$ cat config.mk
export PLATFORM = sky130hd
export DESIGN_NAME = mp1_control_flat
export DESIGN_NICKNAME = d
export VERILOG_FILES = /design/src/rtl/mp1_control_pkg.sv /design/src/rtl/mp1_control_if.sv /design/src/rtl/mp1_control_mem_mask_gen.sv /design/src/rtl/mp1_control.sv /design/src/flat_wrapper.sv
export SDC_FILE = /design/constraint.sdc
export NUM_CORES = 1
export LEC_CHECK = 0
export ABC_AREA = 0
export CAP_MARGIN = 20
export CORE_ASPECT_RATIO = 0.6
export CORE_UTILIZATION = 41
export CTS_CLUSTER_SIZE = 14
export DETAILED_ROUTE_END_ITERATION = 7
export PLACE_DENSITY = 0.9
export SLEW_MARGIN = 5
export SYNTH_ARGS = -nofsm -noshare
export SYNTH_HDL_FRONTEND = slang
export SYNTH_HIERARCHICAL = 1
export SYNTH_SLANG_ARGS = --single-unit
$ cat constraint.sdc
create_clock -name clk -period 2.7 [get_ports clk]
set_input_delay 0.54 -clock clk [delete_from_list [all_inputs] [get_ports clk]]
set_output_delay 0.54 -clock clk [all_outputs]
set_load 0.02 [all_outputs]
$ cat src/rtl/mp1_control_pkg.sv
// Shared RV32I control types: opcodes, ALU/compare ops, datapath mux selects and FSM states.
// RESET_STATE and MEM_MASK_W are the block's fixed configuration constants.
package mp1_control_pkg;

   localparam int MEM_MASK_W = 4;

   typedef enum logic [6:0] {
      op_lui   = 7'b0110111,
      op_auipc = 7'b0010111,
      op_jal   = 7'b1101111,
      op_jalr  = 7'b1100111,
      op_br    = 7'b1100011,
      op_load  = 7'b0000011,
      op_store = 7'b0100011,
      op_imm   = 7'b0010011,
      op_reg   = 7'b0110011,
      op_csr   = 7'b1110011
   } rv32i_opcode;

   // Encoded so the arithmetic funct3 maps straight onto the ALU op for the common cases
   typedef enum logic [2:0] {
      alu_add = 3'b000,
      alu_sll = 3'b001,
      alu_sra = 3'b010,
      alu_sub = 3'b011,
      alu_xor = 3'b100,
      alu_srl = 3'b101,
      alu_or  = 3'b110,
      alu_and = 3'b111
   } alu_ops;

   typedef enum logic [2:0] {
      beq  = 3'b000,
      bne  = 3'b001,
      blt  = 3'b100,
      bge  = 3'b101,
      bltu = 3'b110,
      bgeu = 3'b111
   } branch_funct3_t;

   typedef enum logic [2:0] {
      f3_add  = 3'b000,
      f3_sll  = 3'b001,
      f3_slt  = 3'b010,
      f3_sltu = 3'b011,
      f3_xor  = 3'b100,
      f3_sr   = 3'b101,
      f3_or   = 3'b110,
      f3_and  = 3'b111
   } arith_funct3_t;

   typedef enum logic [2:0] {
      lb  = 3'b000,
      lh  = 3'b001,
      lw  = 3'b010,
      lbu = 3'b100,
      lhu = 3'b101
   } load_funct3_t;

   typedef enum logic [2:0] {
      sb = 3'b000,
      sh = 3'b001,
      sw = 3'b010
   } store_funct3_t;

   typedef enum logic [1:0] {pcmux_pc_plus4, pcmux_alu_out, pcmux_alu_mod2} pcmux_sel_t;
   typedef enum logic {alumux1_rs1_out, alumux1_pc_out} alumux1_sel_t;
   typedef enum logic [2:0] {
      alumux2_i_imm, alumux2_u_imm, alumux2_b_imm, alumux2_s_imm, alumux2_j_imm, alumux2_rs2_out
   } alumux2_sel_t;
   typedef enum logic [3:0] {
      regfilemux_alu_out, regfilemux_br_en, regfilemux_u_imm, regfilemux_lw, regfilemux_pc_plus4,
      regfilemux_lb, regfilemux_lbu, regfilemux_lh, regfilemux_lhu
   } regfilemux_sel_t;
   typedef enum logic {marmux_pc_out, marmux_alu_out} marmux_sel_t;
   typedef enum logic {cmpmux_rs2_out, cmpmux_i_imm} cmpmux_sel_t;

   typedef enum logic [4:0] {
      s_fetch1, s_fetch2, s_fetch3, s_decode,
      s_imm, s_reg, s_lui, s_auipc, s_br, s_jal, s_jalr,
      s_calc_addr, s_ld1, s_ld2, s_st1, s_st2, s_trap
   } control_state_t;

   localparam control_state_t RESET_STATE = s_fetch1;

   function automatic logic opcode_known(rv32i_opcode op);
      case (op)
         op_lui, op_auipc, op_jal, op_jalr, op_br,
         op_load, op_store, op_imm, op_reg: return 1'b1;
         default:                           return 1'b0;
      endcase
   endfunction

   // alt selects sub/sra; callers only raise it where funct7[5] is meaningful
   function automatic alu_ops arith_aluop(logic [2:0] funct3, logic alt);
      case (arith_funct3_t'(funct3))
         f3_add:  return alt ? alu_sub : alu_add;
         f3_sll:  return alu_sll;
         f3_xor:  return alu_xor;
         f3_sr:   return alt ? alu_sra : alu_srl;
         f3_or:   return alu_or;
         f3_and:  return alu_and;
         default: return alu_add;
      endcase
   endfunction

endpackage

$ cat src/rtl/mp1_control_if.sv
// Control-unit <-> datapath/memory bundle. master = control unit, slave = datapath and memory side.
interface mp1_control_if;
   import mp1_control_pkg::*;

   rv32i_opcode                opcode;
   logic [2:0]                 funct3;
   logic [6:0]                 funct7;
   logic                       br_en;
   logic                       mem_resp;
   logic [1:0]                 mem_addr_lsb;

   logic                       load_pc;
   logic                       load_ir;
   logic                       load_regfile;
   logic                       load_mar;
   logic                       load_mdr;
   logic                       load_data_out;
   pcmux_sel_t                 pcmux_sel;
   alumux1_sel_t               alumux1_sel;
   alumux2_sel_t               alumux2_sel;
   regfilemux_sel_t            regfilemux_sel;
   marmux_sel_t                marmux_sel;
   cmpmux_sel_t                cmpmux_sel;
   alu_ops                     aluop;
   branch_funct3_t             cmpop;
   logic                       mem_read;
   logic                       mem_write;
   logic [MEM_MASK_W-1:0]      mem_byte_enable;
   logic                       illegal_instr;

   modport master (
      input  opcode, funct3, funct7, br_en, mem_resp, mem_addr_lsb,
      output load_pc, load_ir, load_regfile, load_mar, load_mdr, load_data_out,
             pcmux_sel, alumux1_sel, alumux2_sel, regfilemux_sel, marmux_sel, cmpmux_sel,
             aluop, cmpop, mem_read, mem_write, mem_byte_enable, illegal_instr
   );

   modport slave (
      output opcode, funct3, funct7, br_en, mem_resp, mem_addr_lsb,
      input  load_pc, load_ir, load_regfile, load_mar, load_mdr, load_data_out,
             pcmux_sel, alumux1_sel, alumux2_sel, regfilemux_sel, marmux_sel, cmpmux_sel,
             aluop, cmpop, mem_read, mem_write, mem_byte_enable, illegal_instr
   );

endinterface

$ cat src/rtl/mp1_control_mem_mask_gen.sv
// Store byte-enable generator: width from funct3, placed by the address LSBs.
// Bytes shifted past the top lane are dropped; misalignment is not trapped.
module mem_mask_gen
   import mp1_control_pkg::*;
(
   input  logic [2:0]            funct3,
   input  logic [1:0]            addr_lsb,
   output logic [MEM_MASK_W-1:0] mask
);

   logic [MEM_MASK_W-1:0] base;

   always_comb begin
      case (store_funct3_t'(funct3))
         sb:      base = MEM_MASK_W'(1);
         sh:      base = MEM_MASK_W'(3);
         default: base = '1;
      endcase
   end

   assign mask = base << addr_lsb;

endmodule

$ cat src/rtl/mp1_control.sv
// Multicycle RV32I control FSM driving datapath loads/selects and the memory handshake.
// Optional: define MP1_ILLEGAL_TRAP_EN to trap unknown opcodes in a sticky state.
module mp1_control
   import mp1_control_pkg::*;
(
   input  logic         clk,
   input  logic         rst,
   mp1_control_if.master bus
);

   control_state_t        state_reg;
   logic [MEM_MASK_W-1:0] store_mask;

   mem_mask_gen u_mask (
      .funct3   (bus.funct3),
      .addr_lsb (bus.mem_addr_lsb),
      .mask     (store_mask)
   );

   always_ff @(posedge clk or negedge rst) begin
      if (!rst) begin
         state_reg <= RESET_STATE;
      end else begin
         case (state_reg)
            s_fetch1: state_reg <= s_fetch2;
            s_fetch2: if (bus.mem_resp) state_reg <= s_fetch3;
            s_fetch3: state_reg <= s_decode;
            s_decode: begin
               case (bus.opcode)
                  op_imm:   state_reg <= s_imm;
                  op_reg:   state_reg <= s_reg;
                  op_lui:   state_reg <= s_lui;
                  op_auipc: state_reg <= s_auipc;
                  op_br:    state_reg <= s_br;
                  op_jal:   state_reg <= s_jal;
                  op_jalr:  state_reg <= s_jalr;
                  op_load,
                  op_store: state_reg <= s_calc_addr;
`ifdef MP1_ILLEGAL_TRAP_EN
                  default:  state_reg <= s_trap;
`else
                  default:  state_reg <= s_fetch1;
`endif
               endcase
            end
            s_calc_addr: state_reg <= (bus.opcode == op_store) ? s_st1 : s_ld1;
            s_ld1: if (bus.mem_resp) state_reg <= s_ld2;
            s_st1: if (bus.mem_resp) state_reg <= s_st2;
`ifdef MP1_ILLEGAL_TRAP_EN
            s_trap: state_reg <= s_trap;
`endif
            default: state_reg <= s_fetch1;
         endcase
      end
   end

   // Outputs stay at their defaults while reset is held so pending requests drop immediately
   always_comb begin
      bus.load_pc         = 1'b0;
      bus.load_ir         = 1'b0;
      bus.load_regfile    = 1'b0;
      bus.load_mar        = 1'b0;
      bus.load_mdr        = 1'b0;
      bus.load_data_out   = 1'b0;
      bus.pcmux_sel       = pcmux_pc_plus4;
      bus.alumux1_sel     = alumux1_rs1_out;
      bus.alumux2_sel     = alumux2_i_imm;
      bus.regfilemux_sel  = regfilemux_alu_out;
      bus.marmux_sel      = marmux_pc_out;
      bus.cmpmux_sel      = cmpmux_rs2_out;
      bus.aluop           = alu_add;
      bus.cmpop           = beq;
      bus.mem_read        = 1'b0;
      bus.mem_write       = 1'b0;
      bus.mem_byte_enable = '1;
      bus.illegal_instr   = 1'b0;

      if (rst) begin
         case (state_reg)
            s_fetch1: bus.load_mar = 1'b1;
            s_fetch2: begin
               bus.mem_read = 1'b1;
               bus.load_mdr = bus.mem_resp;
            end
            s_fetch3: bus.load_ir = 1'b1;
            s_decode: begin
`ifndef MP1_ILLEGAL_TRAP_EN
               // Unknown opcodes retire as a NOP straight from decode
               if (!opcode_known(bus.opcode)) bus.load_pc = 1'b1;
`endif
            end
            s_imm, s_reg: begin
               bus.load_regfile = 1'b1;
               bus.load_pc      = 1'b1;
               if (state_reg == s_reg) bus.alumux2_sel = alumux2_rs2_out;
               else                    bus.cmpmux_sel  = cmpmux_i_imm;
               case (arith_funct3_t'(bus.funct3))
                  f3_slt: begin
                     bus.cmpop          = blt;
                     bus.regfilemux_sel = regfilemux_br_en;
                  end
                  f3_sltu: begin
                     bus.cmpop          = bltu;
                     bus.regfilemux_sel = regfilemux_br_en;
                  end
                  default: begin
                     // Immediate adds ignore funct7; only srai uses the alt bit
                     bus.aluop = arith_aluop(bus.funct3,
                        bus.funct7[5] && (state_reg == s_reg || bus.funct3 == 3'(f3_sr)));
                  end
               endcase
            end
            s_lui: begin
               bus.regfilemux_sel = regfilemux_u_imm;
               bus.load_regfile   = 1'b1;
               bus.load_pc        = 1'b1;
            end
            s_auipc: begin
               bus.alumux1_sel  = alumux1_pc_out;
               bus.alumux2_sel  = alumux2_u_imm;
               bus.load_regfile = 1'b1;
               bus.load_pc      = 1'b1;
            end
            s_br: begin
               bus.alumux1_sel = alumux1_pc_out;
               bus.alumux2_sel = alumux2_b_imm;
               bus.cmpop       = branch_funct3_t'(bus.funct3);
               bus.pcmux_sel   = bus.br_en ? pcmux_alu_out : pcmux_pc_plus4;
               bus.load_pc     = 1'b1;
            end
            s_jal: begin
               bus.regfilemux_sel = regfilemux_pc_plus4;
               bus.load_regfile   = 1'b1;
               bus.alumux1_sel    = alumux1_pc_out;
               bus.alumux2_sel    = alumux2_j_imm;
               bus.pcmux_sel      = pcmux_alu_out;
               bus.load_pc        = 1'b1;
            end
            s_jalr: begin
               bus.regfilemux_sel = regfilemux_pc_plus4;
               bus.load_regfile   = 1'b1;
               bus.pcmux_sel      = pcmux_alu_mod2;
               bus.load_pc        = 1'b1;
            end
            s_calc_addr: begin
               bus.marmux_sel = marmux_alu_out;
               bus.load_mar   = 1'b1;
               if (bus.opcode == op_store) begin
                  bus.alumux2_sel   = alumux2_s_imm;
                  bus.load_data_out = 1'b1;
               end
            end
            s_ld1: begin
               bus.mem_read = 1'b1;
               bus.load_mdr = bus.mem_resp;
            end
            s_ld2: begin
               bus.load_regfile = 1'b1;
               bus.load_pc      = 1'b1;
               case (load_funct3_t'(bus.funct3))
                  lb:      bus.regfilemux_sel = regfilemux_lb;
                  lh:      bus.regfilemux_sel = regfilemux_lh;
                  lbu:     bus.regfilemux_sel = regfilemux_lbu;
                  lhu:     bus.regfilemux_sel = regfilemux_lhu;
                  default: bus.regfilemux_sel = regfilemux_lw;
               endcase
            end
            s_st1: begin
               bus.mem_write       = 1'b1;
               bus.mem_byte_enable = store_mask;
            end
            s_st2: bus.load_pc = 1'b1;
            s_trap: begin
`ifdef MP1_ILLEGAL_TRAP_EN
               bus.illegal_instr = 1'b1;
`endif
            end
            default: ;
         endcase
      end
   end

endmodule

$ cat src/flat_wrapper.sv
// flat-port wrapper written by rule: the top's interface ports become plain ports
module mp1_control_flat import mp1_control_pkg::*;
  (clk, rst, bus_opcode, bus_funct3, bus_funct7, bus_br_en, bus_mem_resp, bus_mem_addr_lsb, bus_load_pc, bus_load_ir, bus_load_regfile, bus_load_mar, bus_load_mdr, bus_load_data_out, bus_pcmux_sel, bus_alumux1_sel, bus_alumux2_sel, bus_regfilemux_sel, bus_marmux_sel, bus_cmpmux_sel, bus_aluop, bus_cmpop, bus_mem_read, bus_mem_write, bus_mem_byte_enable, bus_illegal_instr);
  mp1_control_if bus_i ();
  input  logic clk;
  input  logic rst;
  input wire logic [$bits(bus_i.opcode)-1:0] bus_opcode;
  input wire logic [$bits(bus_i.funct3)-1:0] bus_funct3;
  input wire logic [$bits(bus_i.funct7)-1:0] bus_funct7;
  input wire logic [$bits(bus_i.br_en)-1:0] bus_br_en;
  input wire logic [$bits(bus_i.mem_resp)-1:0] bus_mem_resp;
  input wire logic [$bits(bus_i.mem_addr_lsb)-1:0] bus_mem_addr_lsb;
  output wire logic [$bits(bus_i.load_pc)-1:0] bus_load_pc;
  output wire logic [$bits(bus_i.load_ir)-1:0] bus_load_ir;
  output wire logic [$bits(bus_i.load_regfile)-1:0] bus_load_regfile;
  output wire logic [$bits(bus_i.load_mar)-1:0] bus_load_mar;
  output wire logic [$bits(bus_i.load_mdr)-1:0] bus_load_mdr;
  output wire logic [$bits(bus_i.load_data_out)-1:0] bus_load_data_out;
  output wire logic [$bits(bus_i.pcmux_sel)-1:0] bus_pcmux_sel;
  output wire logic [$bits(bus_i.alumux1_sel)-1:0] bus_alumux1_sel;
  output wire logic [$bits(bus_i.alumux2_sel)-1:0] bus_alumux2_sel;
  output wire logic [$bits(bus_i.regfilemux_sel)-1:0] bus_regfilemux_sel;
  output wire logic [$bits(bus_i.marmux_sel)-1:0] bus_marmux_sel;
  output wire logic [$bits(bus_i.cmpmux_sel)-1:0] bus_cmpmux_sel;
  output wire logic [$bits(bus_i.aluop)-1:0] bus_aluop;
  output wire logic [$bits(bus_i.cmpop)-1:0] bus_cmpop;
  output wire logic [$bits(bus_i.mem_read)-1:0] bus_mem_read;
  output wire logic [$bits(bus_i.mem_write)-1:0] bus_mem_write;
  output wire logic [$bits(bus_i.mem_byte_enable)-1:0] bus_mem_byte_enable;
  output wire logic [$bits(bus_i.illegal_instr)-1:0] bus_illegal_instr;
  assign bus_i.opcode = bus_opcode;
  assign bus_i.funct3 = bus_funct3;
  assign bus_i.funct7 = bus_funct7;
  assign bus_i.br_en = bus_br_en;
  assign bus_i.mem_resp = bus_mem_resp;
  assign bus_i.mem_addr_lsb = bus_mem_addr_lsb;
  assign bus_load_pc = bus_i.load_pc;
  assign bus_load_ir = bus_i.load_ir;
  assign bus_load_regfile = bus_i.load_regfile;
  assign bus_load_mar = bus_i.load_mar;
  assign bus_load_mdr = bus_i.load_mdr;
  assign bus_load_data_out = bus_i.load_data_out;
  assign bus_pcmux_sel = bus_i.pcmux_sel;
  assign bus_alumux1_sel = bus_i.alumux1_sel;
  assign bus_alumux2_sel = bus_i.alumux2_sel;
  assign bus_regfilemux_sel = bus_i.regfilemux_sel;
  assign bus_marmux_sel = bus_i.marmux_sel;
  assign bus_cmpmux_sel = bus_i.cmpmux_sel;
  assign bus_aluop = bus_i.aluop;
  assign bus_cmpop = bus_i.cmpop;
  assign bus_mem_read = bus_i.mem_read;
  assign bus_mem_write = bus_i.mem_write;
  assign bus_mem_byte_enable = bus_i.mem_byte_enable;
  assign bus_illegal_instr = bus_i.illegal_instr;
  mp1_control u_core (.clk(clk), .rst(rst), .bus(bus_i));
endmodule
==> results of run 1 <==
## power breakdown
group	internal, W	switching (W)
clock network	0.0000954	0.0000342
registers	0.0000761	0.0000325
logic	0.000202	0.000263
total	0.000374	0.000330
## cell usage in the layout, fill, tap and decap left out, types with 3 or more instances in the layout
| master | count |
|---|---|
| buf_4 | 25 |
| nor2_1 | 20 |
| nand2_1 | 18 |
| dlygate4sd2_1 | 16 |
| clkdlybuf4s50_1 | 15 |
| a21oi_1 | 12 |
| dlymetal6s2s_1 | 10 |
| o21ai_0 | 8 |
| or3_1 | 7 |
| nand2b_1 | 5 |
| nor3_1 | 5 |
| nand3b_1 | 5 |
| and2b_1 | 4 |
| nand3_1 | 4 |
| inv_1 | 4 |
| nor2b_1 | 4 |
| dfrtp_1 | 4 |
| clkbuf_8 | 3 |
| a31oi_1 | 3 |
## repair_timing
action / in CTS / in global routing
hold buffers: 0 / 0
pin swaps: 2 / 3
resized for setup: 29 / 13
buffers inserted: 0 / 1
endpoints found under the setup margin: 22 / 13
## stage by stage
stage	hold slack [ns]	total power, W	setup WS (ns)
2_1_floorplan	0.244	0.000367	0.568
3_3_place_gp	0.780	0.000530	-0.296
3_5_place_dp	0.816	0.000551	-0.357
4_1_cts	0.661	0.000680	0.0107
5_1_grt	0.693	0.000738	-0.0344
6_report	0.666	0.000704	0.00680
## cells by family (layout without fill, tap and decap cells)
family,after synthesis,in the layout,share of synthesized area
XOR/XNOR,1,1,0.00936
buffers and inverters,16,79,0.0856
flip-flops,4,4,0.107
other,1,1,0.00401
AO/OA/AOI/OAI,41,41,0.281
AND/OR/NAND/NOR,88,88,0.513
## metal layers
layer  part of all wire  track usage  vias up
met5                  0            0        -
met4              0.019        0.188        0
met3               0.11       0.0265       10
met2               0.47        0.606      115
met1               0.41        0.360      639
li1                   -            -      667
## final cells by class
type / instances / area (um2) / share of cell area
multi-input cells: 131 / 766 / 0.473
clock buffers: 3 / 41.3 / 0.0255
repair buffers: 72 / 662 / 0.409
inverters: 4 / 15.0 / 0.00927
well taps: 28 / 35.0 / 0.0216
flip-flops and latches: 4 / 100 / 0.0618
## worst min-delay path by stage
stage	from	endpoint	slack [ns]	depth (start not counted)
2_1_floorplan	rst	u_core/state_reg[0]$_DFFE_PN0P_	0.24	0
3_3_place_gp	u_core/state_reg[1]$_DFFE_PN0P_	u_core/state_reg[3]$_DFFE_PN0P_	0.78	3
3_5_place_dp	u_core/state_reg[3]$_DFFE_PN0P_	u_core/state_reg[2]$_DFFE_PN0P_	0.82	2
4_1_cts	rst	u_core/state_reg[0]$_DFFE_PN0P_	0.66	2
5_1_grt	rst	u_core/state_reg[0]$_DFFE_PN0P_	0.69	2
6_report	rst	u_core/state_reg[3]$_DFFE_PN0P_	0.67	2
==> flow_summary_export.csv, run 1 <==
group,metric,value,unit
status,status,"finished, final reports clean",
cells_and_area,stdcell_area,1620,um2
floorplan,rows,12,
logic_synthesis,synth_top_area_frac,0.107,
floorplan,fp.dieArea,2480,um2
cts,h-tree-depth,1,
cells_and_area,largest_reg_flops,4,
cts,clock_latency,0.22,ns
route,firstDrtPassIters,5,
cells_and_area,fin_nets,239,
cells_and_area,layout-drive-gt1-share,0.178,
worst_setup_path,worst-endpoint-arrival,2.15,ns
sta,hold_viol_final,0,
power_and_ir_drop,ir_worst_vdd,290,uV
logic_synthesis,synth_edf_count,0,
worst_setup_path,required,2.16,ns
logic_synthesis,synth_common_cells,"20 x nor2_1, 18 x nand2_1, 12 x a21oi_1, 8 x o21ai_0",
placement,gp_congestion,0.899,
placement,io_buffer_count,46,
global_routing,grt_max_degree,16,
worst_setup_path,crit_chain,"clkdlybuf4s50_1, nand3b_1, nor3_2, nand3_1, a21oi_1, clkdlybuf4s15_1",
cts,cts_buffers,3,
global_routing,grt_pass1_wl,5910,um
logic_synthesis,syn_nets,174,
logic_synthesis,synth.most_common_cell,"nor2_1",
worst_setup_path,cp_max_fo,3,
logic_synthesis,synth_top_area_cell,"dfrtp_1",
worst_setup_path,reg2reg_to,"u_core/state_reg[1]$_DFFE_PN0P_",
logic_synthesis,ys_warn_count,6,
worst_setup_path,start_kind,"primary input",
sta,rsz0062_at_grt,"yes",
worst_setup_path,slowest_stage,"clkdlybuf4s50_1",
sta,fmax,0.371,GHz
worst_setup_path,reg2reg_slack,0.99,ns
logic_synthesis,syn_inst,151,
floorplan,die_x,63.7,um
cts,cts-root-buf,"clkbuf_8",
worst_setup_path,worstReg2RegStart,"u_core/state_reg[0]$_DFFE_PN0P_",
route,vias,1431,
worst_setup_path,worstSetupEndpoint,"bus_alumux2_sel[0]",
logic_synthesis,synth_area_per_cell,6.20,um2
route,wirelength,3860,um
cts,clk_path_buf_depth,2,
placement,postPlaceCellArea,1550,um2
route,dr.first_iter.drc_count,153,
global_routing,track_usage,0.317,
cells_and_area,final_cells,242,
logic_synthesis,synth.area.top_cells,"dfrtp_1 11%, nor2_1 8.0%, nand2_1 7.2%",
worst_setup_path,cp_num_cells,6,
logic_synthesis,synthFlopType,"dfrtp_1",
cells_and_area,area_growth,73.0,%
cts,clkSinkCount,4,
worst_setup_path,cp-startpoint,"bus_opcode[3]",
sta,fin_crit_sh,0.997,
worst_setup_path,rr_worst_depth,6,
route,wl_per_cell,15.9,um
worst_setup_path,worst_path_largest_cell_delay,0.42,ns
job,max_cap_viol_count,0,
worst_setup_path,setup.worst_path.class,"primary input to output port",
worst_setup_path,critPathTopFamily,"buffers and inverters",
floorplan,io_pins,54,
route,viasPerCell,5.91,
power_and_ir_drop,p_leak,0.833,nW
global_routing,grt_overflow_total,0,
sta,drv_slew,0,
sta,tns,0,ns
hold_path,hold_class,"primary input to async pin",
floorplan,start_util,0.469,
cts,cts_tree,"built",
sta,finalClockSkew,0.00370,ns
route,drcViolationCount,0,
floorplan,core-area,2000,um2
global_routing,antenna_found_initial,0,
logic_synthesis,async_flop_share,1.00,
power_and_ir_drop,powerDensity,435,nW/um2
logic_synthesis,synth_area,936,um2
sta,fin_crit,2.69,ns
cells_and_area,final_util,0.811,
floorplan,die_h,39.0,um
logic_synthesis,ys_types,46,
cts,clkTransAtPathRegs,0.04,ns
worst_setup_path,end_kind,"output port",
placement,hpwl,2820,um
cells_and_area,diodes,0,
logic_synthesis,synth_seq_area_share,0.107,
worst_setup_path,path_buf_inv,2,
logic_synthesis,synth-seq-cells,4,
cells_and_area,n_fill_cell,147,
sta,setup_violations,0,
route,detail-route-antenna-nets,0,
global_routing,grt_pass1_vias,1346,
placement,placedCellCount,238,
Power figures use the tool's default switching activity.
==> run 2, diff against run 1 <==
--- a/config.mk
+++ b/config.mk
@@ -8,10 +8,10 @@
 export ABC_AREA = 0
 export CAP_MARGIN = 20
 export CORE_ASPECT_RATIO = 0.6
-export CORE_UTILIZATION = 41
+export CORE_UTILIZATION = 38
 export CTS_CLUSTER_SIZE = 14
 export DETAILED_ROUTE_END_ITERATION = 7
-export PLACE_DENSITY = 0.9
+export PLACE_DENSITY = 0.84
 export SLEW_MARGIN = 5
 export SYNTH_ARGS = -nofsm -noshare
 export SYNTH_HDL_FRONTEND = slang
==> constraint.sdc (replaced) <==
create_clock -name clk -period 2.95 [get_ports clk]
set_input_delay 0.59 -clock clk [delete_from_list [all_inputs] [get_ports clk]]
set_output_delay 0.59 -clock clk [all_outputs]
set_load 0.02 [all_outputs]
==> flow_summary_export.csv, run 2 (same netlist as run 1, synthesis figures left out) <==
group,metric,value,unit
cells_and_area,fin_nets,237,
route,wl_met3,319,um
worst_setup_path,start_kind,"primary input",
route,dr.first_iter.drc_count,92,
cells_and_area,largest_reg_flops,4,
sta,layout_setup_ws,-0.0128,ns
global_routing,antenna_found_initial,0,
route,detail-route-antenna-nets,0,
placement,io_buffer_count,46,
sta,rsz0062_at_grt,"yes",
cells_and_area,layout_common_cells,"31 x clkdlybuf4s50_1, 24 x buf_4, 20 x nor2_1, 18 x nand2_1",
sta,finalClockSkew,0.00155,ns
route,firstDrtPassIters,4,
placement,placedCellCount,239,
sta,drv_slew,0,
floorplan,fp.dieArea,2670,um2
cts,cts-root-buf,"clkbuf_8",
route,routed-wl-met2,1480,um
route,top_layer,"met4",
route,drt-met1-wl,1580,um
cts,cts_tree,"built",
route,vias,1383,
route,wirelength,3380,um
cts,clk_path_buf_depth,2,
status,violations,"setup timing",
cts,post-cts-setup-buffer-count,0,
cells_and_area,diodes,0,
worst_setup_path,cp-startpoint,"bus_opcode[3]",
worst_setup_path,end_kind,"output port",
sta,tightest_slew,0.559,ns
cts,clkSinkCount,4,
worst_setup_path,worstReg2RegStart,"u_core/state_reg[3]$_DFFE_PN0P_",
floorplan,rows,13,
cells_and_area,layout-drive-gt1-share,0.160,
cells_and_area,area_growth,70.2,%
cts,clock_latency,0.22,ns
worst_setup_path,rr_worst_depth,5,
sta,setup_violations,1,
placement,dp_worst_setup_slack,-0.184,ns
cts,clkTransAtPathRegs,0.03,ns
worst_setup_path,worst-endpoint-arrival,2.37,ns
worst_setup_path,required,2.36,ns
cts,cts_buffers,3,
hold_path,hold_class,"primary input to async pin",
sta,relSlewSlack,0.627,
global_routing,grt_pass1_wl,5460,um
global_routing,grt_max_degree,19,
cells_and_area,final_cells,242,
sta,tns,-0.0128,ns
power_and_ir_drop,total_power,0.000609,W
power_and_ir_drop,ir_worst_vdd,241,uV
floorplan,die_h,40.4,um
floorplan,core-area,2240,um2
global_routing,grt_pass1_vias,1224,
sta,holdWs,0.703,ns
cts,ctsHoldBuffers,0,
job,max_cap_viol_count,0,
route,viasPerCell,5.71,
sta,fin_crit,2.96,ns
cts,h-tree-depth,1,
placement,gp_congestion,0.843,
power_and_ir_drop,powerDensity,382,nW/um2
route,drcViolationCount,0,
global_routing,track_usage,0.271,
floorplan,io_pins,54,
floorplan,die_x,66.1,um
route,wl_per_cell,14.0,um
cts,cts_resized,14,
floorplan,start_util,0.417,
sta,fmax,0.338,GHz
global_routing,grt_overflow_total,0,
worst_setup_path,cp_max_fo,3,
sta,hold_viol_final,0,
placement,hpwl,2560,um
worst_setup_path,setup.worst_path.class,"primary input to output port",
status,status,"complete, but fails checks",
sta,fin_crit_sh,1.00,
cells_and_area,layout_commonest_cell,"clkdlybuf4s50_1",
power_and_ir_drop,p_leak,0.669,nW
run 2: changes by cell type in the layout (fill, tap and decap cells not counted):
cell             previous run  this run
buf_4                      25        24
buf_6                       1         0
clkbuf_2                    1         0
clkdlybuf4s15_1             2         1
clkdlybuf4s15_2             2         0
clkdlybuf4s50_1            15        31
dlygate4sd2_1              16        12
dlymetal6s2s_1             10         2
nor2b_1                     4         3
nor2b_2                     0         1
run 2: layer usage:
metal | global-route usage | vias to the layer above
met1 | 0.347 | 631
met3 | 0.0597 | 2
li1 | - | 664
met5 | 0 | -
met4 | 0.101 | 0
met2 | 0.457 | 86
run 2: through the flow:
step	area, um2	utilization
after floorplan	936	-
after global placement	1550	0.690
after detailed placement	1550	0.690
after CTS	1580	0.703
after global routing	1590	0.710
final	1590	0.710
run 2: power breakdown:
part	switching, W	internal (W)
combinational	0.000224	0.000175
clock	0.0000300	0.0000871
sequential	0.0000228	0.0000696
total	0.000277	0.000332
run 2: area by class of cell:
type | instances | area (um2)
Multi-Input combinational cell | 131 | 768
Fill cell | 179 | 652
Clock buffer | 3 | 41.3
Timing Repair Buffer | 70 | 631
Inverter | 4 | 15.0
Sequential cell | 4 | 100
Tap cell | 30 | 37.5
run 2: path summary, 6_finish.rpt:
path	to	slack, ns
setup / recovery	bus_load_data_out	-0.01
hold / removal	u_core/state_reg[3]$_DFFE_PN0P_	0.70
setup reg to reg	u_core/state_reg[1]$_DFFE_PN0P_	1.14
hold reg to reg	u_core/state_reg[3]$_DFFE_PN0P_	0.76
max in group asynchronous	u_core/state_reg[2]$_DFFE_PN0P_	2.10
min in group clk	u_core/state_reg[3]$_DFFE_PN0P_	0.76
run 2: critical path, cell delays in order:
cell and delay, ns:
clkdlybuf4s50_1 0.42, nand3b_1 0.23, nor3_2 0.24, nand4_1 0.17, nor2_1 0.12, clkdlybuf4s50_1 0.61
==> run 3, diff against run 2 <==
--- a/config.mk
+++ b/config.mk
@@ -7,11 +7,11 @@
 export LEC_CHECK = 0
 export ABC_AREA = 0
 export CAP_MARGIN = 20
-export CORE_ASPECT_RATIO = 0.6
-export CORE_UTILIZATION = 38
+export CORE_UTILIZATION = 62
 export CTS_CLUSTER_SIZE = 14
 export DETAILED_ROUTE_END_ITERATION = 7
-export PLACE_DENSITY = 0.84
+export DONT_BUFFER_PORTS = 1
+export PLACE_DENSITY = 0.82
 export SLEW_MARGIN = 5
 export SYNTH_ARGS = -nofsm -noshare
 export SYNTH_HDL_FRONTEND = slang
==> flow_summary_export.csv, run 3 (same netlist as run 1, synthesis figures left out) <==
group,metric,value,unit
job,max_cap_viol_count,0,
cts,clock_latency,0.23,ns
floorplan,rows,13,
cells_and_area,layout_common_cells,"20 x nor2_1, 18 x nand2_1, 12 x a21oi_1, 8 x o21ai_0, 7 x or3_1",
cts,cts_buffers,3,
sta,hold_viol_final,0,
route,top_layer,"met3",
placement,postPlaceCellArea,912,um2
floorplan,io_pins,54,
route,routed-wl-met2,1180,um
sta,fin_crit,2.58,ns
sta,rsz0062_at_grt,"no",
cells_and_area,fin_nets,170,
power_and_ir_drop,p_leak,0.327,nW
cts,cts-root-buf,"clkbuf_4",
worst_setup_path,required,2.36,ns
placement,io_buffer_count,0,
global_routing,antenna_found_initial,0,
floorplan,die_x,40.9,um
status,status,"finished, final reports clean",
cts,clkSinkCount,4,
sta,tightest_slew,0.668,ns
route,wirelength,2440,um
floorplan,die_h,40.9,um
route,drt-met1-wl,1020,um
power_and_ir_drop,ir_worst_vdd,353,uV
route,wl_met3,237,um
sta,setup_violations,0,
floorplan,core-area,1350,um2
global_routing,grt_pass1_vias,819,
route,wl_per_cell,15.2,um
sta,tns,0,ns
cts,clk_path_buf_depth,2,
cts,h-tree-depth,1,
worst_setup_path,cp_max_fo,22,
placement,hpwl,1770,um
global_routing,grt_max_degree,23,
cts,ctsHoldBuffers,0,
worst_setup_path,worst-endpoint-arrival,1.99,ns
power_and_ir_drop,total_power,0.000450,W
route,detail-route-antenna-nets,0,
route,viasPerCell,6.90,
route,dr.first_iter.drc_count,66,
cts,cts_resized,0,
global_routing,track_usage,0.293,
cells_and_area,layout_commonest_cell,"nor2_1",
cts,cts_tree,"built",
placement,dp_worst_setup_slack,0.635,ns
cells_and_area,stdcell_area,935,um2
global_routing,grt_overflow_total,0,
route,firstDrtPassIters,4,
cts,clkTransAtPathRegs,0.04,ns
power_and_ir_drop,powerDensity,482,nW/um2
floorplan,fp.dieArea,1670,um2
global_routing,grt_pass1_wl,3350,um
sta,holdWs,0.0538,ns
sta,layout_setup_ws,0.374,ns
worst_setup_path,worstReg2RegStart,"u_core/state_reg[3]$_DFFE_PN0P_",
cts,post-cts-setup-buffer-count,0,
sta,fmax,0.388,GHz
cells_and_area,diodes,0,
sta,drv_slew,0,
cells_and_area,largest_reg_flops,4,
worst_setup_path,cp-startpoint,"u_core/state_reg[3]$_DFFE_PN0P_",
worst_setup_path,setup.worst_path.class,"flip-flop to output port",
route,drcViolationCount,0,
hold_path,hold_class,"primary input to async pin",
cells_and_area,area_growth,-0.134,%
worst_setup_path,end_kind,"output port",
sta,fin_crit_sh,0.873,
sta,finalClockSkew,0.000940,ns
worst_setup_path,start_kind,"flip-flop",
route,vias,1104,
floorplan,start_util,0.693,
placement,gp_congestion,0.846,
sta,relSlewSlack,0.551,
cells_and_area,layout-drive-gt1-share,0.0690,
-- run 3: cell types whose count changed in the layout (fill, tap and decap cells not counted), moves of 2 or more --
cell	before	now
dlygate4sd2_1	12	0
clkdlybuf4s50_1	31	0
clkbuf_8	3	0
clkbuf_4	0	3
dlymetal6s2s_1	2	0
buf_4	24	3
-- run 3: report_power, final --
part           switching, W  internal [W]  total [W]  leakage [nW]
clock             0.0000209     0.0000454  0.0000664        0.0138
combinational      0.000175      0.000105   0.000280         0.262
sequential        0.0000350     0.0000694   0.000104        0.0511
total              0.000231      0.000220   0.000450         0.327
-- run 3: layout make-up --
class                      instances  area [um2]
timing repair buffer               3        22.5
multi-input combinational        131         756
clock buffer                       3        22.5
fill                             119         415
inverter                           4        15.0
sequential                         4         100
tap                               15        18.8
-- run 3: worst max-delay path, stage by stage, from the launching register on --
cell and delay [ns]:
dfrtp_1 0.73, nand3b_1 0.24, a21oi_1 0.47, and2_1 0.32
-- run 3: path summary, 6_finish.rpt --
path | endpoint | slack, ns | depth (start not counted)
setup / recovery | bus_load_mdr | 0.37 | 3
hold / removal | u_core/state_reg[2]$_DFFE_PN0P_ | 0.05 | 0
setup reg to reg | u_core/state_reg[1]$_DFFE_PN0P_ | 1.32 | 4
hold reg to reg | u_core/state_reg[3]$_DFFE_PN0P_ | 0.80 | 3
max in group asynchronous | u_core/state_reg[3]$_DFFE_PN0P_ | 2.83 | 0
min in group clk | u_core/state_reg[2]$_DFFE_PN0P_ | 0.59 | 2
-- run 3: per-layer routing --
layer,vias up,GRT usage
met5,-,0
met4,0,0.0667
met3,0,0.0435
met2,70,0.477
met1,501,0.402
li1,533,-
-- run 3: stage by stage --
| step | std cells | util |
|---|---|---|
| after floorplan | 151 | - |
| after global placement | 157 | 0.676 |
| after detailed placement | 157 | 0.676 |
| after CTS | 160 | 0.692 |
| after global routing | 160 | 0.692 |
| final | 160 | 0.692 |
